==> config.mk <==
export PLATFORM = sky130hd
export DESIGN_NAME = immgen_stage
export DESIGN_NICKNAME = d
export VERILOG_FILES = /design/src/rtl/immgen_pkg.sv /design/src/rtl/imm_decode.sv /design/src/rtl/immgen_stage.sv
export SDC_FILE = /design/constraint.sdc
export NUM_CORES = 1
export LEC_CHECK = 0
export CORE_MARGIN = 1.5
export CORE_UTILIZATION = 50
export DETAILED_ROUTE_END_ITERATION = 10
export PLACE_DENSITY = 0.85
export SYNTH_ARGS = -nofsm -noshare
export SYNTH_HDL_FRONTEND = slang
export SYNTH_SLANG_ARGS = --single-unit
==> constraint.sdc <==
create_clock -name clk -period 4.28 [get_ports clk]
set_input_delay 1.07 -clock clk [delete_from_list [all_inputs] [get_ports clk]]
set_output_delay 1.07 -clock clk [all_outputs]
set_load 0.01 [all_outputs]
==> src/rtl/immgen_pkg.sv <==
// Shared types and opcode encodings for the RISC-V immediate generator stage.
package immgen_pkg;

    localparam int unsigned IMM_MAX_W = 64;

    typedef enum logic [2:0] {
        FMT_R = 3'd0,
        FMT_I = 3'd1,
        FMT_S = 3'd2,
        FMT_B = 3'd3,
        FMT_U = 3'd4,
        FMT_J = 3'd5
    } imm_fmt_t;

    // Major opcode field, instr[6:2]
    localparam logic [4:0] OP_LOAD    = 5'b00000;
    localparam logic [4:0] OP_OPIMM   = 5'b00100;
    localparam logic [4:0] OP_JALR    = 5'b11001;
    localparam logic [4:0] OP_SYSTEM  = 5'b11100;
    localparam logic [4:0] OP_OPIMM32 = 5'b00110;
    localparam logic [4:0] OP_STORE   = 5'b01000;
    localparam logic [4:0] OP_BRANCH  = 5'b11000;
    localparam logic [4:0] OP_LUI     = 5'b01101;
    localparam logic [4:0] OP_AUIPC   = 5'b00101;
    localparam logic [4:0] OP_JAL     = 5'b11011;
    localparam logic [4:0] OP_OP      = 5'b01100;
    localparam logic [4:0] OP_OP32    = 5'b01110;

    // imm is always sign-extended to IMM_MAX_W and masked to the consumer's XLEN
    typedef struct packed {
        logic [IMM_MAX_W-1:0] imm;
        imm_fmt_t             fmt;
        logic                 illegal;
    } imm_entry_t;

endpackage

==> src/rtl/imm_decode.sv <==
// Combinational format classification and immediate extraction for one instruction.
module imm_decode
    import immgen_pkg::*;
#(
    parameter int unsigned XLEN = 32
) (
    input  logic [31:0] instr,
    output imm_entry_t  entry
);

    localparam logic [IMM_MAX_W-1:0] IMM_MASK = {IMM_MAX_W{1'b1}} >> (IMM_MAX_W - XLEN);

    logic [IMM_MAX_W-1:0] imm64;
    imm_fmt_t             fmt;
    logic                 illegal;

    always_comb begin
        imm64   = '0;
        fmt     = FMT_R;
        illegal = 1'b0;
        if (instr[1:0] != 2'b11) begin
            illegal = 1'b1;
        end else begin
            unique case (instr[6:2])
                OP_LOAD, OP_OPIMM, OP_JALR, OP_SYSTEM, OP_OPIMM32: begin
                    imm64 = {{52{instr[31]}}, instr[31:20]};
                    fmt   = FMT_I;
                end
                OP_STORE: begin
                    imm64 = {{52{instr[31]}}, instr[31:25], instr[11:7]};
                    fmt   = FMT_S;
                end
                OP_BRANCH: begin
                    imm64 = {{52{instr[31]}}, instr[7], instr[30:25], instr[11:8], 1'b0};
                    fmt   = FMT_B;
                end
                OP_LUI, OP_AUIPC: begin
                    imm64 = {{32{instr[31]}}, instr[31:12], 12'h000};
                    fmt   = FMT_U;
                end
                OP_JAL: begin
                    imm64 = {{44{instr[31]}}, instr[19:12], instr[20], instr[30:21], 1'b0};
                    fmt   = FMT_J;
                end
                OP_OP, OP_OP32: begin
                    fmt = FMT_R;
                end
                default: begin
                    illegal = 1'b1;
                end
            endcase
        end
        entry.imm     = imm64 & IMM_MASK;
        entry.fmt     = fmt;
        entry.illegal = illegal;
    end

endmodule

==> src/rtl/immgen_stage.sv <==
// Registered immediate generator with a 2-entry skid buffer and a saturating
// illegal-opcode counter.
module immgen_stage
    import immgen_pkg::*;
#(
    parameter int unsigned XLEN  = 32,
    parameter int unsigned CNT_W = 8
) (
    input  logic             clk,
    input  logic             reset,
    input  logic             flush,
    input  logic             in_valid,
    output logic             in_ready,
    input  logic [31:0]      in_instr,
    output logic             out_valid,
    input  logic             out_ready,
    output logic [XLEN-1:0]  out_imm,
    output logic [2:0]       out_fmt,
    output logic             out_illegal,
    output logic [CNT_W-1:0] illegal_count
);

    localparam logic [CNT_W-1:0] CNT_MAX = '1;

    imm_entry_t decEntry;

    logic             outValid;
    logic [XLEN-1:0]  outImm;
    imm_fmt_t         outFmt;
    logic             outIllegal;
    logic             skidValid;
    logic [XLEN-1:0]  skidImm;
    imm_fmt_t         skidFmt;
    logic             skidIllegal;
    logic [CNT_W-1:0] illegalCnt;
    logic             accept;
    logic             xfer;

    imm_decode #(.XLEN(XLEN)) uDecode (
        .instr (in_instr),
        .entry (decEntry)
    );

    // Bits above XLEN are already masked to zero by the decoder
    if (XLEN < IMM_MAX_W) begin : gUnusedHi
        logic unusedHi;
        assign unusedHi = ^decEntry.imm[IMM_MAX_W-1:XLEN];
    end

    assign in_ready = !skidValid && !flush;
    assign accept   = in_valid && in_ready;
    assign xfer     = outValid && out_ready;

    // Skid can only fill while the output is held, and accepts are blocked while
    // skid is full, so the skid-drain and accept branches never collide.
    always_ff @(posedge clk) begin
        if (reset) begin
            outValid    <= 1'b0;
            outImm      <= '0;
            outFmt      <= FMT_R;
            outIllegal  <= 1'b0;
            skidValid   <= 1'b0;
            skidImm     <= '0;
            skidFmt     <= FMT_R;
            skidIllegal <= 1'b0;
        end else if (flush) begin
            outValid  <= 1'b0;
            skidValid <= 1'b0;
        end else if (skidValid && xfer) begin
            outImm     <= skidImm;
            outFmt     <= skidFmt;
            outIllegal <= skidIllegal;
            skidValid  <= 1'b0;
        end else if (accept && (!outValid || xfer)) begin
            outValid   <= 1'b1;
            outImm     <= decEntry.imm[XLEN-1:0];
            outFmt     <= decEntry.fmt;
            outIllegal <= decEntry.illegal;
        end else if (accept) begin
            skidValid   <= 1'b1;
            skidImm     <= decEntry.imm[XLEN-1:0];
            skidFmt     <= decEntry.fmt;
            skidIllegal <= decEntry.illegal;
        end else if (xfer) begin
            outValid <= 1'b0;
        end
    end

    always_ff @(posedge clk) begin
        if (reset) begin
            illegalCnt <= '0;
        end else if (accept && decEntry.illegal && (illegalCnt != CNT_MAX)) begin
            illegalCnt <= illegalCnt + 1'b1;
        end
    end

    assign out_valid     = outValid;
    assign out_imm       = outImm;
    assign out_fmt       = outFmt;
    assign out_illegal   = outIllegal;
    assign illegal_count = illegalCnt;

endmodule

## After elaboration in Yosys (flattened, before gate mapping)

Cells that the tools add are included.

| storage, ports and cells | value |
|---|---|
| register bits after elaboration | 82 |
| input port bits | 37 |
| output and inout bits | 46 |
| logic and storage cells | 65 |

| cells by class | value |
|---|---|
| muxes and demuxes | 15 |
| reductions and logical operators | 23 |
| $add $sub $neg | 1 |
| eq/ne operators | 14 |
| bitwise gates (word level) | 3 |

Operators by type and width:

| cell | count |
|---|---|
| one-hot mux 32 bit (5 select lines) | 1 |
| two-way mux 32 bit | 3 |
| equality test 5 x 4 -> 1 bit (second input constant) | 4 |
| equality test 5 bit (second input constant) | 4 |
| equality test 5 x 3 -> 1 bit (second input constant) | 3 |
| one-hot mux 3 bit (5 select lines) | 1 |
| OR reduction 12 bit | 1 |
| two-way mux 3 bit | 3 |
| adder 8 x 1 -> 8 bit (second input constant) | 1 |
| inequality test 8 bit (second input constant) | 1 |
| logical AND 1 bit | 7 |
| two-way mux 1 bit | 7 |
| logical NOT 5 bit | 1 |
| OR reduction 5 bit | 1 |
| AND reduction 2 bit | 2 |
| AND reduction 4 bit | 1 |
| nonzero test 2 bit | 2 |
| OR reduction 2 bit | 2 |
| logical NOT 1 bit | 3 |
| inverter 1 bit | 3 |
| AND reduction 3 bit | 1 |
| OR reduction 3 bit | 1 |
| inequality test 2 x 1 -> 1 bit (second input constant) | 1 |
| inequality test 2 bit (second input constant) | 1 |
| logical OR 1 bit | 1 |

## Depth between registers and ports, before layout

| depth | value |
|---|---|
| word-level depth | 6 |
| mapped depth | 8 |

## By module

A second synthesis with hierarchy kept.

| second synthesis, totals | value |
|---|---|
| cells, all modules | 527 |
| area, all modules | 4360.4 µm² |

By module, submodules not included:

| module | sequential area each (µm²) | times used | area an instance (µm²) | cells each |
|---|---|---|---|---|
| immgen_stage | 1641.6 | 1 | 3286.9 | 374 |
| imm_decode | 0.0 | 1 | 1073.5 | 153 |

## Worst setup path after synthesis

OpenSTA, ideal clock, no wires.

| timing | value |
|---|---|
| kind | input -> register |
| start point | in in_instr[5] |
| end point | reg outImm[24] (netlist: out_imm[24]) |
| library setup time | 0.132 ns |
| slack | 1.700 ns |
| stages on the path | 8 |
| data arrival time | 2.448 ns |
| cells stage by stage | buf_4 -> and2_1 -> buf_4 -> a221oi_4 -> nor3_4 -> buf_6 -> a221oi_2 -> nor3_1 |

| between the ends | value |
|---|---|
| cells in the longest elaborated chain, start to end | 6 |
| elaborated cells between the ends (all ways) | 16 |
| those cells by class | eq/ne: 9; mux: 4; reduce/logical: 3 |

RTL lines:

| what | line | source |
|---|---|---|
| start: declaration | immgen_stage.sv:14 | `input logic [31:0] in_instr,` |
| equality test 5 x 3 -> 1 bit (tied with other cells) | imm_decode.sv:24 | `unique case (instr[6:2])` |
| OR reduction 5 bit or OR reduction 2 bit (tied branches) | imm_decode.sv:24 |  |
| one-hot mux 32 bit (5 select lines) (*) | imm_decode.sv:24 |  |
| two-way mux 32 bit (*) | imm_decode.sv:21 | `if (instr[1:0] != 2'b11) begin` |
| two-way mux 32 bit (*) | immgen_stage.sv:74 | `end else if (accept && (!outValid \|\| xfer)) begin` |
| two-way mux 32 bit (*) | immgen_stage.sv:69 | `end else if (skidValid && xfer) begin` |
| end signal: assignment | immgen_stage.sv:70 | `outImm <= skidImm;` |
| end signal: assignment | immgen_stage.sv:76 | `outImm <= decEntry.imm[XLEN-1:0];` |
| end: declaration | immgen_stage.sv:28 | `logic [XLEN-1:0] outImm;` |

Every way passes the cells marked *; elsewhere a longest branch is shown, timed or not. The select of a mux whose other input is x is not followed.
A chain may end at the register's enable or synchronous reset.

## Worst setup path in the final report

| timing | value |
|---|---|
| start point | in flush |
| end point | out in_ready |

| between the ends | value |
|---|---|
| cells in the longest elaborated chain, start to end | 2 |

RTL lines:

| what | line | source |
|---|---|---|
| start: declaration | immgen_stage.sv:11 | `input logic flush,` |
| logical NOT 1 bit | immgen_stage.sv:50 | `assign in_ready = !skidValid && !flush;` |
| logical AND 1 bit | immgen_stage.sv:50 |  |
| end: declaration | immgen_stage.sv:13 | `output logic in_ready,` |

Every way passes these cells.

==> flow_metrics.env <==
export IMPL_endpoint_kind="primary output"
export IMPL_synth_edf_count=0
export IMPL_yosysWarnings=0
export IMPL_cp_depth=3
export IMPL_power_density_nw_per_um2=323
export IMPL_ys_seq_area_frac=0.416
export IMPL_htree_levels=3
export IMPL_critPathLaunch="flush"
export IMPL_cts_root_buffer="clkbuf_8"
export IMPL_port_buffers=82
export IMPL_post_dp_hpwl_um=7200
export IMPL_rr_worst_depth=6
export IMPL_fin_nets=544
export IMPL_reg2reg_slack_ns=2.04
export IMPL_drive_gt1_frac=0.119
export IMPL_fin_crit_sh=0.796
export IMPL_gr_total_overflow=0
export IMPL_final_common_cell="dfxtp_1"
export IMPL_grt_pass1_wl_um=17500
export IMPL_clock_latency_ns=0.36
export IMPL_grtUsageTotal=0.258
export IMPL_first_pass_iters=5
export IMPL_synth_seq_cells=82
export IMPL_placedInstanceArea_um2=4800
export IMPL_grt_pass1_vias=3673
export IMPL_critical_path_top_delay_family="buffers and inverters"
export IMPL_syn_num_nets=477
export IMPL_post_drt_wl_per_cell_um=17.4
export IMPL_drtIter0Drc=377
export IMPL_setup_slack_ns=0.874
export IMPL_cp_data_required_time_ns=3.21
export IMPL_clock_sinks=82
export IMPL_nFillCells=649
export IMPL_place_worst_setup_slack_ns=0.607
export IMPL_r2r_end="out_imm[6]"
export IMPL_synth_distinct_cells=58
export IMPL_hp_class="register to register"
export IMPL_setup_viol=0
export IMPL_worstSetupStartpointType="primary input"
export IMPL_ir_drop_v=0.000171
export IMPL_status="completed"
export IMPL_die_h_um=91.8
export IMPL_path_cells="clkdlybuf4s50_1 > nor2_1 > clkdlybuf4s50_1"
export IMPL_drv_cap=0
export IMPL_slew_viol_final=0
export IMPL_io_pins=83
export IMPL_synth_async_reset_ratio=0
export IMPL_wl_um=10600
export IMPL_timing_rr_start="skidValid"
export IMPL_cts_setup_buffers=0
export IMPL_crit_slowest_cell="clkdlybuf4s50_1"
export IMPL_rsz0062_at_grt="no"
export IMPL_cts_tree="yes"
export IMPL_tns_ns=0
export IMPL_syn_cell_area_um2=3940
export IMPL_synth_main_ff_cell="dfxtp_1"
export IMPL_postCtsHoldBufs=0
export IMPL_post_cts_resized=0
export IMPL_leakagePower_nw=1.85
export IMPL_final_cell_mix="82 x dfxtp_1, 81 x clkdlybuf4s50_1, 53 x nor2_1"
export IMPL_start_util=0.513
export IMPL_max_stage_delay_ns=0.55
export IMPL_core_area_um2=7690
export IMPL_design_die_area_um2=8430
export IMPL_clock_path_buffers=2
export IMPL_syn_area_per_cell_um2=8.98
export IMPL_antenna_cells=0
export IMPL_grt_max_degree=39
export IMPL_fmax_mhz=294
export IMPL_num_vias=3778
export IMPL_final_area_um2=4990
export IMPL_path_clk_slew_ns=0.09
export IMPL_die_width_um=91.8
export IMPL_antenna_found_initial=0
export IMPL_critPathCapture="in_ready"
export IMPL_area_growth_pct=26.5
export IMPL_cts_made_buffers=9
export IMPL_num_rows=32
export IMPL_hold_viol=0
export IMPL_post_route_util=0.649
export IMPL_relSlewSlack=0.339
export IMPL_worst_ep_arrival_time_ns=2.34
export IMPL_fin_skew_ns=0.0106
export IMPL_worst_slew_pin_slew_ns=0.983
export IMPL_critPathBufInv=2
export IMPL_globalplace_congestion=0.857
export IMPL_netlist_instances=439
export IMPL_cpMostUsedCell="clkdlybuf4s50_1"
export IMPL_critical_path_class="primary input to primary output"
export IMPL_cp_max_fo=7
export IMPL_drc=0
export IMPL_vias_per_cell=6.16
export IMPL_ant_nets=0
export IMPL_finalCriticalPeriod_ns=3.41
## cell families after synthesis
family | synth area share
AOI/OAI and AO/OA | 0.299
muxes | 0.0190
DFF | 0.416
buffers and inverters | 0.0501
xor gates and xnor gates | 0.00444
and+or+nand+nor | 0.207
adders and majority gates | 0.00317
## worst min-delay path by stage
stage	endpoint	slack, ns	cells after the start	from
after floorplan	skidImm[12]	0.43	2	skidImm[12]
after global placement	skidImm[15]	0.44	2	skidImm[15]
after detailed placement	skidImm[14]	0.45	2	skidImm[14]
after CTS	skidImm[17]	0.46	2	skidImm[17]
after global routing	skidImm[16]	0.49	2	skidImm[16]
final	skidImm[17]	0.46	2	skidImm[17]
## where the power goes
group	switching [W]	internal, W	total (W)
clock	0.000320	0.000227	0.000546
sequential	0.0000153	0.000786	0.000802
combinational	0.000139	0.000123	0.000263
## final cells by class
type / count / area (um^2) / share of cell area
Tap cell: 102 / 128 / 0.0256
Multi-Input combinational cell: 316 / 2110 / 0.423
Timing Repair Buffer: 94 / 906 / 0.182
Clock inverter: 7 / 66.3 / 0.0133
Sequential cell: 82 / 1640 / 0.329
Inverter: 3 / 11.3 / 0.00226
Clock buffer: 9 / 124 / 0.0248
## layer usage
layer | global-route usage | vias up | part of all wire
li1 | - | 1778 | -
met5 | 0 | - | 0
met3 | 0.0464 | 22 | 0.066
met4 | 0.0987 | 0 | 0.015
met1 | 0.333 | 1800 | 0.43
met2 | 0.430 | 178 | 0.48
## tightest hold or removal path: stages (launching register included)
cell,delay (ns)
dfxtp_1,0.32
nand2_1,0.05
a21oi_1,0.05
## flip-flops by register name, summed over array words and instances (netlist names)
register       cells
skidImm           32
skidFmt            3
skidIllegal        1
out_illegal        1
out_imm           32
out_fmt            3
skidValid          1
out_valid          1
illegal_count      8
## cell usage after synthesis (all sizes together) (7+ instances only)
library cell / instances / share of area
clkbuf: 24 / 0.023
a22oi: 7 / 0.013
nand2: 27 / 0.026
nor2: 53 / 0.050
a22o: 17 / 0.038
a211oi: 14 / 0.037
dfxtp: 82 / 0.42
o21ai: 26 / 0.033
a21oi: 33 / 0.042
and3: 12 / 0.019
a221oi: 25 / 0.079
a21o: 11 / 0.021
nor3: 33 / 0.046
buf: 14 / 0.024
## stage by stage
step	power (W)	hold slack (ns)	cells
finish	0.00161	0.457	613
global route	0.00167	0.491	613
CTS	0.00162	0.460	613
detailed placement	0.00108	0.449	597
global placement	0.00107	0.438	597
floorplan	0.000961	0.432	439
No activity file was read; power rests on OpenSTA's default activity.
